**config.mk**
```make
export PLATFORM = sky130hd
export DESIGN_NAME = tow_round_tally
export DESIGN_NICKNAME = d
export VERILOG_FILES = /design/src/rtl/tow_round_tally.sv
export SDC_FILE = /design/constraint.sdc
export NUM_CORES = 1
export LEC_CHECK = 0
export CORE_MARGIN = 2
export CORE_UTILIZATION = 45
export CTS_CLUSTER_DIAMETER = 120
export DETAILED_ROUTE_END_ITERATION = 12
export PLACE_DENSITY = 0.86
export SYNTH_ARGS = -nofsm -noshare
export SYNTH_HDL_FRONTEND = slang
export SYNTH_SLANG_ARGS = --single-unit
```
**constraint.sdc**
```tcl
create_clock -name clk -period 2.7 [get_ports clk]
set_input_delay 0.54 -clock clk [delete_from_list [all_inputs] [get_ports clk]]
set_output_delay 0.54 -clock clk [all_outputs]
set_load 0.005 [all_outputs]
```
**src/rtl/tow_round_tally.sv**
```systemverilog
// tow_round_tally: counts round wins per player, shows each tally on an
// active-low 7-segment digit, requests a round reset after a display
// interval and stops once a player reaches MAX_WINS.
// Optional build macro: TOW_TALLY_BLINK_EN (winner digit blinks in DONE).
//
// state | meaning
// ------+-------------------------------------------------------------
// PLAY  | waiting for a win rise; counts it and loads the hold timer
// HOLD  | victor shown for HOLD_CYCLES cycles
// CLEAR | round_reset asserted until both win flags are low
// DONE  | match over; absorbing until reset
module tow_round_tally #(
    parameter int MAX_WINS     = 3,
    parameter int HOLD_CYCLES  = 4,
    parameter int BLINK_CYCLES = 8
) (
    input  logic       clk,
    input  logic       reset,
    input  logic       win1,
    input  logic       win2,
    output logic       round_reset,
    output logic       match_over,
    output logic [6:0] hex1,
    output logic [6:0] hex2
);

    localparam int CW = $clog2(MAX_WINS + 1);
    localparam int TW = $clog2(HOLD_CYCLES + 1);
    localparam logic [CW-1:0] MAX_CNT   = CW'(MAX_WINS);
    localparam logic [TW-1:0] HOLD_LOAD = TW'(HOLD_CYCLES - 1);

    if (MAX_WINS < 1 || MAX_WINS > 9 || HOLD_CYCLES < 1 || BLINK_CYCLES < 1) begin : g_param_check
        $error("tow_round_tally: parameter out of legal range");
    end

    typedef enum logic [1:0] {PLAY, HOLD, CLEAR, DONE} state_t;

    state_t        state, next_state;
    logic [CW-1:0] cnt1, cnt2;
    logic [TW-1:0] timer;
    logic          win1_d, win2_d;
    logic          rise1, rise2;
    logic          inc1, inc2, load_timer;

    assign rise1 = win1 & ~win1_d;
    assign rise2 = win2 & ~win2_d;

    // Next-state decode plus the count/timer load strobes taken from PLAY
    always_comb begin
        next_state = state;
        inc1       = 1'b0;
        inc2       = 1'b0;
        load_timer = 1'b0;
        case (state)
            PLAY: begin
                if (rise1 || rise2) begin
                    load_timer = 1'b1;
                    inc1       = rise1 & ~rise2;
                    inc2       = rise2 & ~rise1;
                    next_state = HOLD;
                end
            end
            HOLD: begin
                if (timer == '0) begin
                    next_state = (cnt1 == MAX_CNT || cnt2 == MAX_CNT) ? DONE : CLEAR;
                end
            end
            CLEAR: begin
                if (!win1 && !win2) next_state = PLAY;
            end
            DONE:    next_state = DONE;
            default: next_state = PLAY;
        endcase
    end

    // State, tallies, hold timer and win edge-detect flops
    always_ff @(posedge clk or posedge reset) begin
        if (reset) begin
            state  <= PLAY;
            cnt1   <= '0;
            cnt2   <= '0;
            timer  <= '0;
            win1_d <= 1'b0;
            win2_d <= 1'b0;
        end else begin
            state  <= next_state;
            win1_d <= win1;
            win2_d <= win2;
            if (inc1 && cnt1 != MAX_CNT) cnt1 <= cnt1 + 1'b1;
            if (inc2 && cnt2 != MAX_CNT) cnt2 <= cnt2 + 1'b1;
            if (load_timer)                          timer <= HOLD_LOAD;
            else if (state == HOLD && timer != '0)   timer <= timer - 1'b1;
        end
    end

    function automatic logic [6:0] seg(input logic [3:0] d);
        case (d)
            4'd0:    seg = 7'b1000000;
            4'd1:    seg = 7'b1111001;
            4'd2:    seg = 7'b0100100;
            4'd3:    seg = 7'b0110000;
            4'd4:    seg = 7'b0011001;
            4'd5:    seg = 7'b0010010;
            4'd6:    seg = 7'b0000010;
            4'd7:    seg = 7'b1111000;
            4'd8:    seg = 7'b0000000;
            4'd9:    seg = 7'b0010000;
            default: seg = 7'b1111111;
        endcase
    endfunction

    assign round_reset = (state == CLEAR);
    assign match_over  = (state == DONE);

`ifdef TOW_TALLY_BLINK_EN
    localparam int BW = (BLINK_CYCLES > 1) ? $clog2(BLINK_CYCLES) : 1;
    localparam logic [BW-1:0] BLINK_LOAD = BW'(BLINK_CYCLES - 1);

    logic [BW-1:0] blink_cnt;
    logic          phase;

    // Free-running blink down-counter; restarted with phase 0 on DONE entry
    always_ff @(posedge clk or posedge reset) begin
        if (reset) begin
            blink_cnt <= BLINK_LOAD;
            phase     <= 1'b0;
        end else if (next_state == DONE && state != DONE) begin
            blink_cnt <= BLINK_LOAD;
            phase     <= 1'b0;
        end else if (blink_cnt == '0) begin
            blink_cnt <= BLINK_LOAD;
            phase     <= ~phase;
        end else begin
            blink_cnt <= blink_cnt - 1'b1;
        end
    end

    // Digit decode; the winner's digit is blanked during the blink-off phase
    always_comb begin
        hex1 = seg(4'(cnt1));
        hex2 = seg(4'(cnt2));
        if (state == DONE && phase) begin
            if (cnt1 == MAX_CNT) hex1 = 7'b1111111;
            if (cnt2 == MAX_CNT) hex2 = 7'b1111111;
        end
    end
`else
    // Steady digit decode of both tallies
    always_comb begin
        hex1 = seg(4'(cnt1));
        hex2 = seg(4'(cnt2));
    end
`endif

endmodule
```
==> flow_summary.ini <==
[global_routing]
antenna_found_initial = 0
grt_pass1_wl_um = 1897
grt_pass1_vias = 443
gr-total-overflow = 0
grt_start_max_net_pins = 12
grtUsageTotal_pct = 13.43

[timing]
hold_slack_ns = 0.5402
post-route-period-util_pct = 82.53
finalSetupTns_ns = 0
skew_ns = 0.001590
slew_viol_final = 0
max_freq_mhz = 448.8
rsz0062_at_grt = false
hold_viol = 0
period_minus_slack_ns = 2.228
setup_viol = 0

[synth]
ys_types = 23
yosys_register_bits = 11
syn_inst = 68
ys_seq_area_share_pct = 38.19
netlist_area_sq_um = 720.7
yosysWarnings = 0
synth.avg_cell_area_sq_um = 10.60

[power_and_ir_drop]
power.density_nw_per_um2 = 349.0
p_leak_nw = 0.4270
totalPowerFinal_uw = 317.9
peakVddDrop_mv = 0.3025

[clocking]
cts_made_buffers = 3
clockBufferDepth = 2
clkTransAtPathRegs_ns = 0.06
clock_sinks = 11
root_buffer = clkbuf_4
cts_max_level = 1
clkLatencyLatePin_ns = 0.26
hold_buffers = 0
cts_tree = done
ctsResizeCount = 0
post-cts-setup-buffer-count = 0

[routing]
viasPerCell = 4.863
drt_drc_violations_left = 0
first_pass_iters = 4
wl_per_cell_um = 11.31
antenna_left = 0
drtIter0Drc = 4
drt-total-wl_um = 1154
via_count = 496

[floorplanning]
core_sq_um = 1506
initial_core_util_pct = 47.84
die_w_um = 44.02
die-area_sq_um = 1938
core.rowCount = 14
die_y_um = 44.02
io-pin-count = 20

[setup_path]
r2r-end = cnt1[1]
cp.required_ns = 2.16
cp.arrival_ns = 1.69
reg2reg_depth = 3
path_max_fanout = 3
r2r-start = state[1]
worst-setup-path-type = reg2out
crit_path_end_kind = primary output
start_kind = flop
r2r_setup_slack_ns = 1.19

[hold_path]
hold_start = timer[1]
hold_path.class = reg2reg
whs_endpoint = timer[1]
min_path_cells = 2

[place]
hpwl_um = 969.3
place.gp.congestion = 0.7233
dpl_cell_area_sq_um = 884.6
port_buffers = 17

[run_status]
status = complete, no violations

[final_layout]
diodes = 0
final_nets = 101
area_growth_syn_to_layout_pct = 26.39
drive_above_1_share_pct = 11.63
fin_util_pct = 60.47
stdcell_area_sq_um = 910.9

[flow_run]
maxCapViolCount = 0
-- cell families (layout without fill, tap and decap cells) --
logic type / Yosys count / in the layout / share of synthesized area (%)
simple gates: 18 / 18 / 21.01
compound gates: 9 / 9 / 7.466
mux: 2 / 2 / 3.125
buf+inv: 15 / 32 / 9.896
xor+xnor: 2 / 2 / 2.431
fa+ha+maj: 10 / 10 / 17.36
other cells: 1 / 2 / 0.5203
flops: 11 / 11 / 38.19
-- worst max path at each step --
stage,from,to,slack [ns]
global route,cnt2[0],hex2[6],0.37
global placement,win1,cnt1[1],0.54
detailed placement,win1,cnt1[1],0.51
finish,cnt2[0],hex2[4],0.47
CTS,cnt2[1],hex2[6],0.45
floorplan,win2,cnt2[1],1.16
-- critical path, stage by stage, from the launching register on --
cell and delay (ns):
dfrtp_1 0.41, ha_1 0.27, or2_2 0.31, clkdlybuf4s50_1 0.44
-- registers in the layout (all words and copies together) (netlist names) --
name,flops
cnt2,2
state,2
win2_d,1
timer,3
win1_d,1
cnt1,2
-- cell type report --
type	count	area [sq um]
Fill cell	126	595.6
Multi-Input combinational cell	43	377.9
Sequential cell	11	275.3
Timing Repair Buffer	17	170.2
Inverter	11	41.29
Clock buffer	4	26.28
Tap cell	16	20.02
-- per-layer routing --
layer,track usage (%),vias to the layer above,wire [um]
li1,-,249,-
met1,15.63,230,534
met2,21.76,17,526
met3,6.939,0,93
met4,3.636,0,0
met5,0,-,0
-- power by group --
part	internal (mW)	total [mW]	switching, mW
Clock	0.0571	0.106	0.0488
Combinational	0.0240	0.0411	0.0171
Sequential	0.169	0.171	0.00238
Total	0.250	0.318	0.0682
-- synth_stat cells --
cell type / count / area, sq um
or3_1: 1 / 6.260
o311ai_1: 1 / 8.760
inv_1: 11 / 41.29
a21boi_1: 1 / 7.510
and2b_1: 1 / 7.510
nor4b_1: 1 / 8.760
conb_1: 1 / 3.750
nand2_1: 1 / 3.750
and2_1: 1 / 6.260
dfrtp_1: 11 / 275.3
or4_1: 1 / 7.510
mux2_1: 2 / 22.52
nor4b_4: 2 / 47.55
nand2b_1: 1 / 6.260
nor2b_1: 3 / 18.77
o21bai_1: 1 / 7.510
or2_4: 1 / 8.760
ha_1: 10 / 125.1
buf_4: 4 / 30.03
or2_2: 4 / 25.02
xnor2_1: 2 / 17.52
nand3_1: 1 / 5.000
o21ai_0: 6 / 30.03
-- per-stage QoR --
step	cells	setup WS, ns
CTS	102	0.4485
floorplan	69	1.159
global placement	98	0.5440
finish	102	0.4718
detailed placement	98	0.5132
global route	102	0.3692
-- placed cells by master, fill, tap and decap left out, drive strengths merged --
master,count
a21boi,1
or4,1
nand2b,1
and2b,1
conb,2
xnor2,2
o21ai,6
clkdlybuf4s50,17
or3,1
ha,10
o311ai,1
or2,5
nor4b,3
mux2,2
nand2,1
dfrtp,11
inv,11
o21bai,1
clkbuf,4
nor2b,3
and2,1
nand3,1
(Power assumes the default switching activity.)
